--- src/rtl/imem_loader_pkg.sv ---
// Shared definitions for the instruction-memory loader and the CPU it feeds:
// loader state encodings, the default frame header byte, CPU opcodes and
// the running-checksum helper.
package imem_loader_pkg;

  // Default start-of-frame byte on the host link.
  localparam logic [7:0] HEADER_DEFAULT = 8'hA5;

  // Loader frame-parser states.
  typedef enum logic [2:0] {
    IDLE  = 3'd0,
    LEN   = 3'd1,
    HI    = 3'd2,
    LO    = 3'd3,
    CSUM  = 3'd4,
    START = 3'd5,
    ERR   = 3'd6
  } loader_state_e;

  // CPU opcodes carried in bits [15:12] of each instruction word.
  typedef enum logic [3:0] {
    OP_NOP  = 4'h0,
    OP_LOAD = 4'h1,
    OP_STORE = 4'h2,
    OP_ADD  = 4'h3,
    OP_SUB  = 4'h4,
    OP_JMP  = 4'h5,
    OP_BEQ  = 4'h6,
    OP_HALT = 4'hF
  } cpu_opcode_e;

  // Modulo-256 accumulation used by the frame checksum.
  function automatic logic [7:0] csum_add(input logic [7:0] sum, input logic [7:0] data);
    return sum + data;
  endfunction

endpackage

--- src/rtl/imem_loader_byte_timer.sv ---
// Inter-byte idle counter. Counts cycles while run is high, saturating at
// TIMEOUT; clear returns it to zero and wins over run.
module byte_timer #(
  parameter logic [15:0] TIMEOUT = 16'd50000
) (
  input  logic clk,
  input  logic clear,
  input  logic run,
  output logic expired
);

  logic [15:0] count_r;

  // Idle-cycle counter: cleared on demand, otherwise counts up to TIMEOUT and holds.
  always_ff @(posedge clk) begin
    if (clear) begin
      count_r <= 16'd0;
    end else if (run && (count_r != TIMEOUT)) begin
      count_r <= count_r + 16'd1;
    end else begin
      count_r <= count_r;
    end
  end

  assign expired = (count_r == TIMEOUT);

endmodule

--- src/rtl/imem_loader.sv ---
// Host-link boot loader: parses HEADER, N, 2N data bytes, CSUM frames,
// writes 16-bit words into instruction memory and starts the CPU once the
// checksum matches. Every output is driven straight from a register.
module imem_loader
  import imem_loader_pkg::*;
#(
  parameter logic [7:0]  HEADER  = HEADER_DEFAULT,
  parameter logic [15:0] TIMEOUT = 16'd50000
) (
  input  logic        clk,
  input  logic        reset,
  input  logic        rx_valid,
  input  logic [7:0]  rx_data,
  output logic        rx_ready,
  output logic        imem_we,
  output logic [7:0]  imem_addr,
  output logic [15:0] imem_wdata,
  output logic        cpu_enable,
  output logic        cpu_start,
  output logic        busy,
  output logic        err
);

  loader_state_e state_r, state_nx_s;
  logic [7:0]  len_r, len_nx_s;
  logic [7:0]  idx_r, idx_nx_s;
  logic [7:0]  sum_r, sum_nx_s;
  logic [7:0]  hi_r, hi_nx_s;
  logic        rx_ready_r, rx_ready_nx_s;
  logic        imem_we_r, imem_we_nx_s;
  logic [7:0]  imem_addr_r, imem_addr_nx_s;
  logic [15:0] imem_wdata_r, imem_wdata_nx_s;
  logic        cpu_enable_r, cpu_enable_nx_s;
  logic        cpu_start_r, cpu_start_nx_s;
  logic        busy_r, busy_nx_s;
  logic        err_r, err_nx_s;

  logic        acc_s;
  logic        in_frame_s;
  logic        expired_s;
  logic        timer_clear_s;
  logic [7:0]  last_idx_s;

  assign acc_s         = rx_valid && rx_ready_r;
  assign in_frame_s    = (state_r == LEN) || (state_r == HI) ||
                         (state_r == LO)  || (state_r == CSUM);
  // The timer only runs between bytes of a frame; any accepted byte restarts it.
  assign timer_clear_s = reset || acc_s || !in_frame_s;
  // N = 0 gives last_idx = 255, i.e. a full 256-word load.
  assign last_idx_s    = len_r - 8'd1;

  byte_timer #(
    .TIMEOUT (TIMEOUT)
  ) u_byte_timer (
    .clk     (clk),
    .clear   (timer_clear_s),
    .run     (in_frame_s),
    .expired (expired_s)
  );

  // Next-state and next-output decode for the frame parser.
  always_comb begin
    state_nx_s      = state_r;
    len_nx_s        = len_r;
    idx_nx_s        = idx_r;
    sum_nx_s        = sum_r;
    hi_nx_s         = hi_r;
    imem_we_nx_s    = 1'b0;
    imem_addr_nx_s  = imem_addr_r;
    imem_wdata_nx_s = imem_wdata_r;
    cpu_enable_nx_s = cpu_enable_r;
    err_nx_s        = err_r;

    if (in_frame_s && expired_s) begin
      // A stalled host abandons the frame; the pending word is never written.
      state_nx_s      = ERR;
      err_nx_s        = 1'b1;
      cpu_enable_nx_s = 1'b0;
    end else begin
      case (state_r)
        IDLE, ERR: begin
          if (acc_s && (rx_data == HEADER)) begin
            state_nx_s      = LEN;
            err_nx_s        = 1'b0;
            cpu_enable_nx_s = 1'b0;
          end else begin
            state_nx_s = state_r;
          end
        end
        LEN: begin
          if (acc_s) begin
            len_nx_s   = rx_data;
            idx_nx_s   = 8'd0;
            sum_nx_s   = rx_data;
            state_nx_s = HI;
          end else begin
            state_nx_s = LEN;
          end
        end
        HI: begin
          if (acc_s) begin
            hi_nx_s    = rx_data;
            sum_nx_s   = csum_add(sum_r, rx_data);
            state_nx_s = LO;
          end else begin
            state_nx_s = HI;
          end
        end
        LO: begin
          if (acc_s) begin
            imem_we_nx_s    = 1'b1;
            imem_addr_nx_s  = idx_r;
            imem_wdata_nx_s = {hi_r, rx_data};
            idx_nx_s        = idx_r + 8'd1;
            sum_nx_s        = csum_add(sum_r, rx_data);
            if (idx_r == last_idx_s) begin
              state_nx_s = CSUM;
            end else begin
              state_nx_s = HI;
            end
          end else begin
            state_nx_s = LO;
          end
        end
        CSUM: begin
          if (acc_s) begin
            if (rx_data == sum_r) begin
              state_nx_s      = START;
              cpu_enable_nx_s = 1'b1;
            end else begin
              state_nx_s      = ERR;
              err_nx_s        = 1'b1;
              cpu_enable_nx_s = 1'b0;
            end
          end else begin
            state_nx_s = CSUM;
          end
        end
        START: begin
          state_nx_s      = IDLE;
          cpu_enable_nx_s = 1'b1;
        end
        default: begin
          state_nx_s = IDLE;
        end
      endcase
    end

    // Status outputs are registered copies of what the next state implies.
    cpu_start_nx_s = (state_nx_s == START);
    rx_ready_nx_s  = (state_nx_s != START);
    busy_nx_s      = (state_nx_s == LEN) || (state_nx_s == HI) || (state_nx_s == LO) ||
                     (state_nx_s == CSUM) || (state_nx_s == START);
  end

  // State and output registers; reset wins over any byte accepted on the same edge.
  always_ff @(posedge clk) begin
    if (reset) begin
      state_r      <= IDLE;
      len_r        <= 8'd0;
      idx_r        <= 8'd0;
      sum_r        <= 8'd0;
      hi_r         <= 8'd0;
      rx_ready_r   <= 1'b1;
      imem_we_r    <= 1'b0;
      imem_addr_r  <= 8'd0;
      imem_wdata_r <= 16'd0;
      cpu_enable_r <= 1'b0;
      cpu_start_r  <= 1'b0;
      busy_r       <= 1'b0;
      err_r        <= 1'b0;
    end else begin
      state_r      <= state_nx_s;
      len_r        <= len_nx_s;
      idx_r        <= idx_nx_s;
      sum_r        <= sum_nx_s;
      hi_r         <= hi_nx_s;
      rx_ready_r   <= rx_ready_nx_s;
      imem_we_r    <= imem_we_nx_s;
      imem_addr_r  <= imem_addr_nx_s;
      imem_wdata_r <= imem_wdata_nx_s;
      cpu_enable_r <= cpu_enable_nx_s;
      cpu_start_r  <= cpu_start_nx_s;
      busy_r       <= busy_nx_s;
      err_r        <= err_nx_s;
    end
  end

  assign rx_ready   = rx_ready_r;
  assign imem_we    = imem_we_r;
  assign imem_addr  = imem_addr_r;
  assign imem_wdata = imem_wdata_r;
  assign cpu_enable = cpu_enable_r;
  assign cpu_start  = cpu_start_r;
  assign busy       = busy_r;
  assign err        = err_r;

endmodule

--- config.mk ---
export PLATFORM = sky130hd
export DESIGN_NAME = imem_loader
export DESIGN_NICKNAME = d
export VERILOG_FILES = /design/src/rtl/imem_loader_pkg.sv /design/src/rtl/imem_loader_byte_timer.sv /design/src/rtl/imem_loader.sv
export SDC_FILE = /design/constraint.sdc
export NUM_CORES = 1
export LEC_CHECK = 0
export BUFFER_PORTS_ARGS = -buffer_cell sky130_fd_sc_hd__buf_2
export CAP_MARGIN = 20
export CELL_PAD_IN_SITES_DETAIL_PLACEMENT = 1
export CELL_PAD_IN_SITES_GLOBAL_PLACEMENT = 1
export CORE_ASPECT_RATIO = 0.7
export CORE_MARGIN = 2
export CORE_UTILIZATION = 44
export DETAILED_ROUTE_END_ITERATION = 12
export GPL_ROUTABILITY_DRIVEN = 0
export PLACE_DENSITY_LB_ADDON = 0.1
export SLEW_MARGIN = 5
export SYNTH_ARGS = -nofsm -noshare
export SYNTH_HDL_FRONTEND = slang
export SYNTH_SLANG_ARGS = --single-unit
--- constraint.sdc ---
create_clock -name clk -period 2.3 [get_ports clk]
set_clock_uncertainty 0.1 [all_clocks]
set_input_delay 0.115 -clock clk [delete_from_list [all_inputs] [get_ports clk]]
set_output_delay 0.115 -clock clk [all_outputs]
set_load 0.02 [all_outputs]
* Word-level counts from Yosys, hierarchy flattened
Index checks and enable logic that the tools add are counted.
** Word-level totals
- Input bits :: 11
- Register bits after elaboration :: 81
- Word-level logic and storage cells :: 99
- Output and inout port bits :: 30
** Cells by class
- Reduce and logical (&&, ||, !) cells :: 30
- Muxes and demuxes :: 24
- Add/subtract/negate cells :: 4
- Equal/unequal tests :: 25
- Bitwise gates (word level) :: 2
** Operators by type and width (number)
- 8-bit 2-to-1 mux :: 4
- 8-bit case mux with 2 select lines :: 2
- 16-bit by 1-bit adder with 16-bit output (second input constant) :: 1
- 16-bit == test (second input constant) :: 1
- 8-bit == test :: 2
- 16-bit != test (second input constant) :: 1
- 3-bit == test (second input constant) :: 5
- 3-bit 2-to-1 mux :: 5
- 3-bit case mux with 5 select lines :: 1
- 3-bit by 2-bit == test with 1-bit output (second input constant) :: 4
- 3-bit AND reduction :: 4
- 4-bit AND reduction :: 3
- 1-bit logical OR :: 9
- 3-bit != test (second input constant) :: 3
- 8-bit by 1-bit adder with 8-bit output (second input constant) :: 1
- 8-bit adder :: 1
- 8-bit == test (second input constant) :: 1
- 1-bit 2-to-1 mux :: 8
- 2-bit != test (second input constant) :: 4
- 8-bit by 1-bit subtractor with 8-bit output (second input constant) :: 1
- 3-bit by 1-bit == test with 1-bit output (second input constant) :: 2
- 3-bit nonzero test :: 2
- 2-bit OR reduction :: 3
- 1-bit logical AND :: 4
- other kinds (10) :: 13

* Longest topological paths before layout
- Depth after elaboration :: 11
- Gate-level depth with buffers :: 11
- Mapped depth without buffers :: 10

* Modules after synthesis
Synthesis repeated with hierarchy kept, for this count alone.
** Second synthesis, totals
- Cell total of the unflattened synthesis :: 492
- Area, all modules :: 4130.2 µm²
** Modules (own cells, without submodules)
- imem_loader :: cells an instance 397, times used 1, sequential area each 1301.2 µm², area each 3290.7 µm²
- byte_timer :: cells an instance 95, times used 1, sequential area each 320.3 µm², area each 839.6 µm²

* Least setup slack after synthesis
No wires, ideal clock.
- Path type :: register -> register
- Start :: reg len_r[0]
- End :: reg busy_r (netlist: busy)
- Library setup time :: 0.072 ns
- Cell stages (with the launch flop) :: 10
- Arrival time :: 1.888 ns
- Slack :: 0.241 ns
- Period minus slack after synthesis :: 2.059 ns
- Data required time :: 2.128 ns
- Path buffers :: 0
- Cell sequence :: dfxtp_1 > inv_1 > ha_1 > nor2b_1 > or3_1 > a31oi_1 > and4_1 > nor3_1 > a21o_1 > mux2i_1
** On the way
- Word-level cells in the longest chain between the ends :: 11
- Elaborated cells between the ends (all ways) :: 15
- Those cells by class :: add/sub (1); eq/ne (6); mux (4); reduce/logical (4)
** Ends and longest elaborated chain
- from (decl) :: line imem_loader.sv:25 : logic [7:0] len_r, len_nx_s;
- from (signal assigned) :: line imem_loader.sv:174 : len_r <= len_nx_s;
- 8-bit by 1-bit subtractor with 8-bit output * :: line imem_loader.sv:50 : assign last_idx_s = len_r - 8'd1;
- 8-bit == test * :: line imem_loader.sv:116 : if (idx_r == last_idx_s) begin
- 3-bit 2-to-1 mux * :: line imem_loader.sv:116
- 3-bit 2-to-1 mux * :: line imem_loader.sv:110 : if (acc_s) begin
- 3-bit case mux with 5 select lines * :: line imem_loader.sv:80 : case (state_r)
- 3-bit 2-to-1 mux * :: line imem_loader.sv:74 : if (in_frame_s && expired_s) begin
- 3-bit by 1-bit == test with 1-bit output or 3-bit by 2-bit == test with 1-bit output (tied branches) :: line imem_loader.sv:152 : busy_nx_s = (state_nx_s == LEN) || (state_nx_s == HI) || (state_nx_s == LO) ||
- 1-bit logical OR (3 in a row) :: line imem_loader.sv:152
- 1-bit logical OR * :: line imem_loader.sv:153 : (state_nx_s == CSUM) || (state_nx_s == START);
- to (signal assigned) :: line imem_loader.sv:184 : busy_r <= busy_nx_s;
- to (decl) :: line imem_loader.sv:35 : logic busy_r, busy_nx_s;
Every way passes the cells marked *; elsewhere a longest branch is shown, timed or not.
A chain may end at the register's enable or synchronous reset.

* Final worst setup path
- Start :: reg sum_r[1]
- End :: reg sum_r[7]
** On the way
- Word-level cells in the longest chain between the ends :: 3
** Ends and longest elaborated chain
- from (decl) :: line imem_loader.sv:27 : logic [7:0] sum_r, sum_nx_s;
- from (signal assigned) :: line imem_loader.sv:176 : sum_r <= sum_nx_s;
- 8-bit adder :: line imem_loader_pkg.sv:34 : return sum + data;
- 8-bit 2-to-1 mux :: line imem_loader.sv:101, imem_loader.sv:110
- 8-bit case mux with 2 select lines :: line imem_loader.sv:80
Every way passes these cells. The select of a mux whose other input is x is not followed.

==> results.sh <==
export IMPL_path_clk_slew_ns=0.06
export IMPL_die_x_um=116
export IMPL_die_area_sq_um=9600
export IMPL_synth_top_cells_by_count="92 x nand2_1, 81 x dfxtp_1, 47 x nor2_1"
export IMPL_synthCells=467
export IMPL_max_freq_mhz=445
export IMPL_hold_start="rx_data[4]"
export IMPL_cts_tree="yes"
export IMPL_core_rowCount=28
export IMPL_r2r_start="sum_r[1]"
export IMPL_power_leakage_uw=0.00192
export IMPL_synth_top_area_share=0.418
export IMPL_tightestPinTransition_ns=0.670
export IMPL_syn_area_per_cell_sq_um=8.31
export IMPL_setup_worst_path_end_class="flop"
export IMPL_crit_start="sum_r[1]"
export IMPL_grt_usage=0.247
export IMPL_cts_sinks=81
export IMPL_synth_ff_type="dfxtp_1"
export IMPL_ioPinCount=41
export IMPL_clock_path_buffers=2
export IMPL_die_h_um=82.6
export IMPL_syn_nets=490
export IMPL_overflow=0
export IMPL_portBuffers=40
export IMPL_hold_class="input pin to flop"
export IMPL_synthArstFlopShare=0
export IMPL_placed_area_sq_um=4410
export IMPL_ys_seq_elements=81
export IMPL_grt_pass1_vias=3577
export IMPL_start_util=0.456
export IMPL_synth_area_leaders="dfxtp_1 42%, nand2_1 8.9%, a21oi_1 5.9%, nor2_1 4.5%, xor2_1 4.1%"
export IMPL_crit_required_ns=2.39
export IMPL_post_synth_top_area_cell="dfxtp_1"
export IMPL_yosysSeqAreaShare=0.418
export IMPL_dr_total_vias=3552
export IMPL_vdd_drop_max_v=0.000484
export IMPL_status="completed"
export IMPL_fin_util=0.573
export IMPL_period_minus_slack_ns=2.25
export IMPL_grt_max_degree=35
export IMPL_drtIter0Drc=163
export IMPL_yosys_warnings=0
export IMPL_worstSkewPairLatency_ns=0.34
export IMPL_route_detailed_drc=0
export IMPL_cts_buffers=9
export IMPL_relSlewSlack=0.551
export IMPL_fin_setup_tns_ns=0
export IMPL_period_share=0.978
export IMPL_htreeDepth=3
export IMPL_worstPathArrival_ns=2.34
export IMPL_ant_nets=0
export IMPL_grt_pass1_wl_um=18000
export IMPL_antenna_found_initial=0
export IMPL_synth_cell_types=53
export IMPL_setup_viol=0
export IMPL_diodes=0
export IMPL_stdcell_area_sq_um=4880
export IMPL_slew_viol_final=0
export IMPL_path_class="flop to flop"
export IMPL_wire_per_inst_um=17.0
export IMPL_power_density_nw_per_um2=687
export IMPL_ctsRootBufferMaster="clkbuf_16"
export IMPL_maxCapViolations=0
export IMPL_wl_um=11300
export IMPL_drive_above_1_share=0.235
export IMPL_viasPerCell=5.34
export IMPL_fin_cells=665
export IMPL_hpwlAfterDp_um=8120
export IMPL_drtPass1Iterations=4
export IMPL_nets=563
export IMPL_dp_cells=642
export IMPL_syn_cell_area_sq_um=3880
export IMPL_critical_path_max_fanout=3
export IMPL_setup_worst_path_start_class="flop"
export IMPL_synth_edf_count=0
export IMPL_area_delta_synth_final_pct=25.6
export IMPL_core_sq_um=8510
export IMPL_hold_viol=0
export IMPL_yosysMostFrequentCell="nand2_1"
[flip-flops by register name (all words and copies together), names as in the netlist, 3 cells and up]
register	cells
len_r	8
u_byte_timer.count_r	16
state_r	3
imem_wdata	16
idx_r	8
hi_r	8
imem_addr	8
sum_r	8
[cell usage in the layout, fill, tap and decap left out, types with 3 or more instances in the layout]
cell	count
nand2_1	92
dfxtp_1	79
nor2_1	47
a21oi_1	44
buf_2	40
buf_4	40
xor2_1	18
xnor2_1	16
nor3_1	14
mux2i_1	12
ha_1	11
inv_1	10
nand3_1	9
clkbuf_16	9
o21ai_0	6
nand4_1	5
a21o_1	5
nor4_2	4
nor2b_1	4
and3_1	3
and4_4	3
a31oi_1	3
or3_1	3
nor3_4	3
a311oi_1	3
dlygate4sd3_1	3
[area by class of cell]
class,count,area (sq um)
Multi-Input combinational cell,352,2200
Inverter,11,41.3
Clock inverter,6,65.1
Fill cell,1066,3640
Clock buffer,10,229
Sequential cell,81,1620
Tap cell,120,150
Timing Repair Buffer,85,571
[metal layers]
layer,vias to the layer above,global-route usage,wire length [um],part of all wire
li1,1741,-,-,-
met1,1734,0.330,5410,0.48
met2,63,0.397,5330,0.47
met3,14,0.0547,435,0.038
met4,0,0.0821,127,0.011
met5,-,0,0,0
[repair_timing]
action,4_1_cts,5_1_grt
buffers inserted,0,4
pin swaps,1,8
hold buffers,3,0
endpoints found under the hold margin,4,0
endpoints found under the setup margin,23,39
gates resized for setup,4,24
cloned,0,0
[cell families (layout without fill, tap and decap cells)]
group | Yosys count | count (layout) | share of synthesized area
fa+ha+maj | 12 | 12 | 0.0406
xor+xnor | 35 | 35 | 0.0809
mux | 13 | 13 | 0.0338
flops | 81 | 81 | 0.418
buf+inv | 34 | 112 | 0.0416
simple gates | 212 | 212 | 0.264
compound gates | 80 | 80 | 0.122
[power breakdown]
group | total, uW | internal, uW | switching [uW] | leakage [uW]
Clock | 1440 | 845 | 592 | 0.000143
Combinational | 447 | 185 | 263 | 0.00112
Sequential | 1460 | 1440 | 27.4 | 0.000655
Total | 3350 | 2470 | 882 | 0.00192
[per-stage QoR]
stage	setup WS [ns]	total power [uW]	hold slack, ns
global route	-0.0325	3470	0.0273
CTS	0.00946	3350	0.0154
global placement	-0.0360	1880	0.331
finish	0.0508	3350	0.0313
detailed placement	-0.204	1890	0.341
floorplan	0.241	1760	0.151
[worst max-delay path, stage by stage (launching register included)]
cell     delay, ns
dfxtp_1       0.37
ha_1          0.27
a21o_1        0.20
a21oi_2       0.19
o21ai_2       0.10
o41ai_2       0.35
xnor2_1       0.19
mux2i_1       0.23
a21oi_1       0.09
[path summary, 6_finish.rpt]
path	endpoint	slack, ns	depth (start not counted)
setup reg to reg	sum_r[7]	0.05	8
hold / removal	hi_r[4]	0.03	3
setup / recovery	sum_r[7]	0.05	8
hold reg to reg	imem_wdata[15]	0.35	2
No activity file was read; power rests on OpenSTA's default activity.
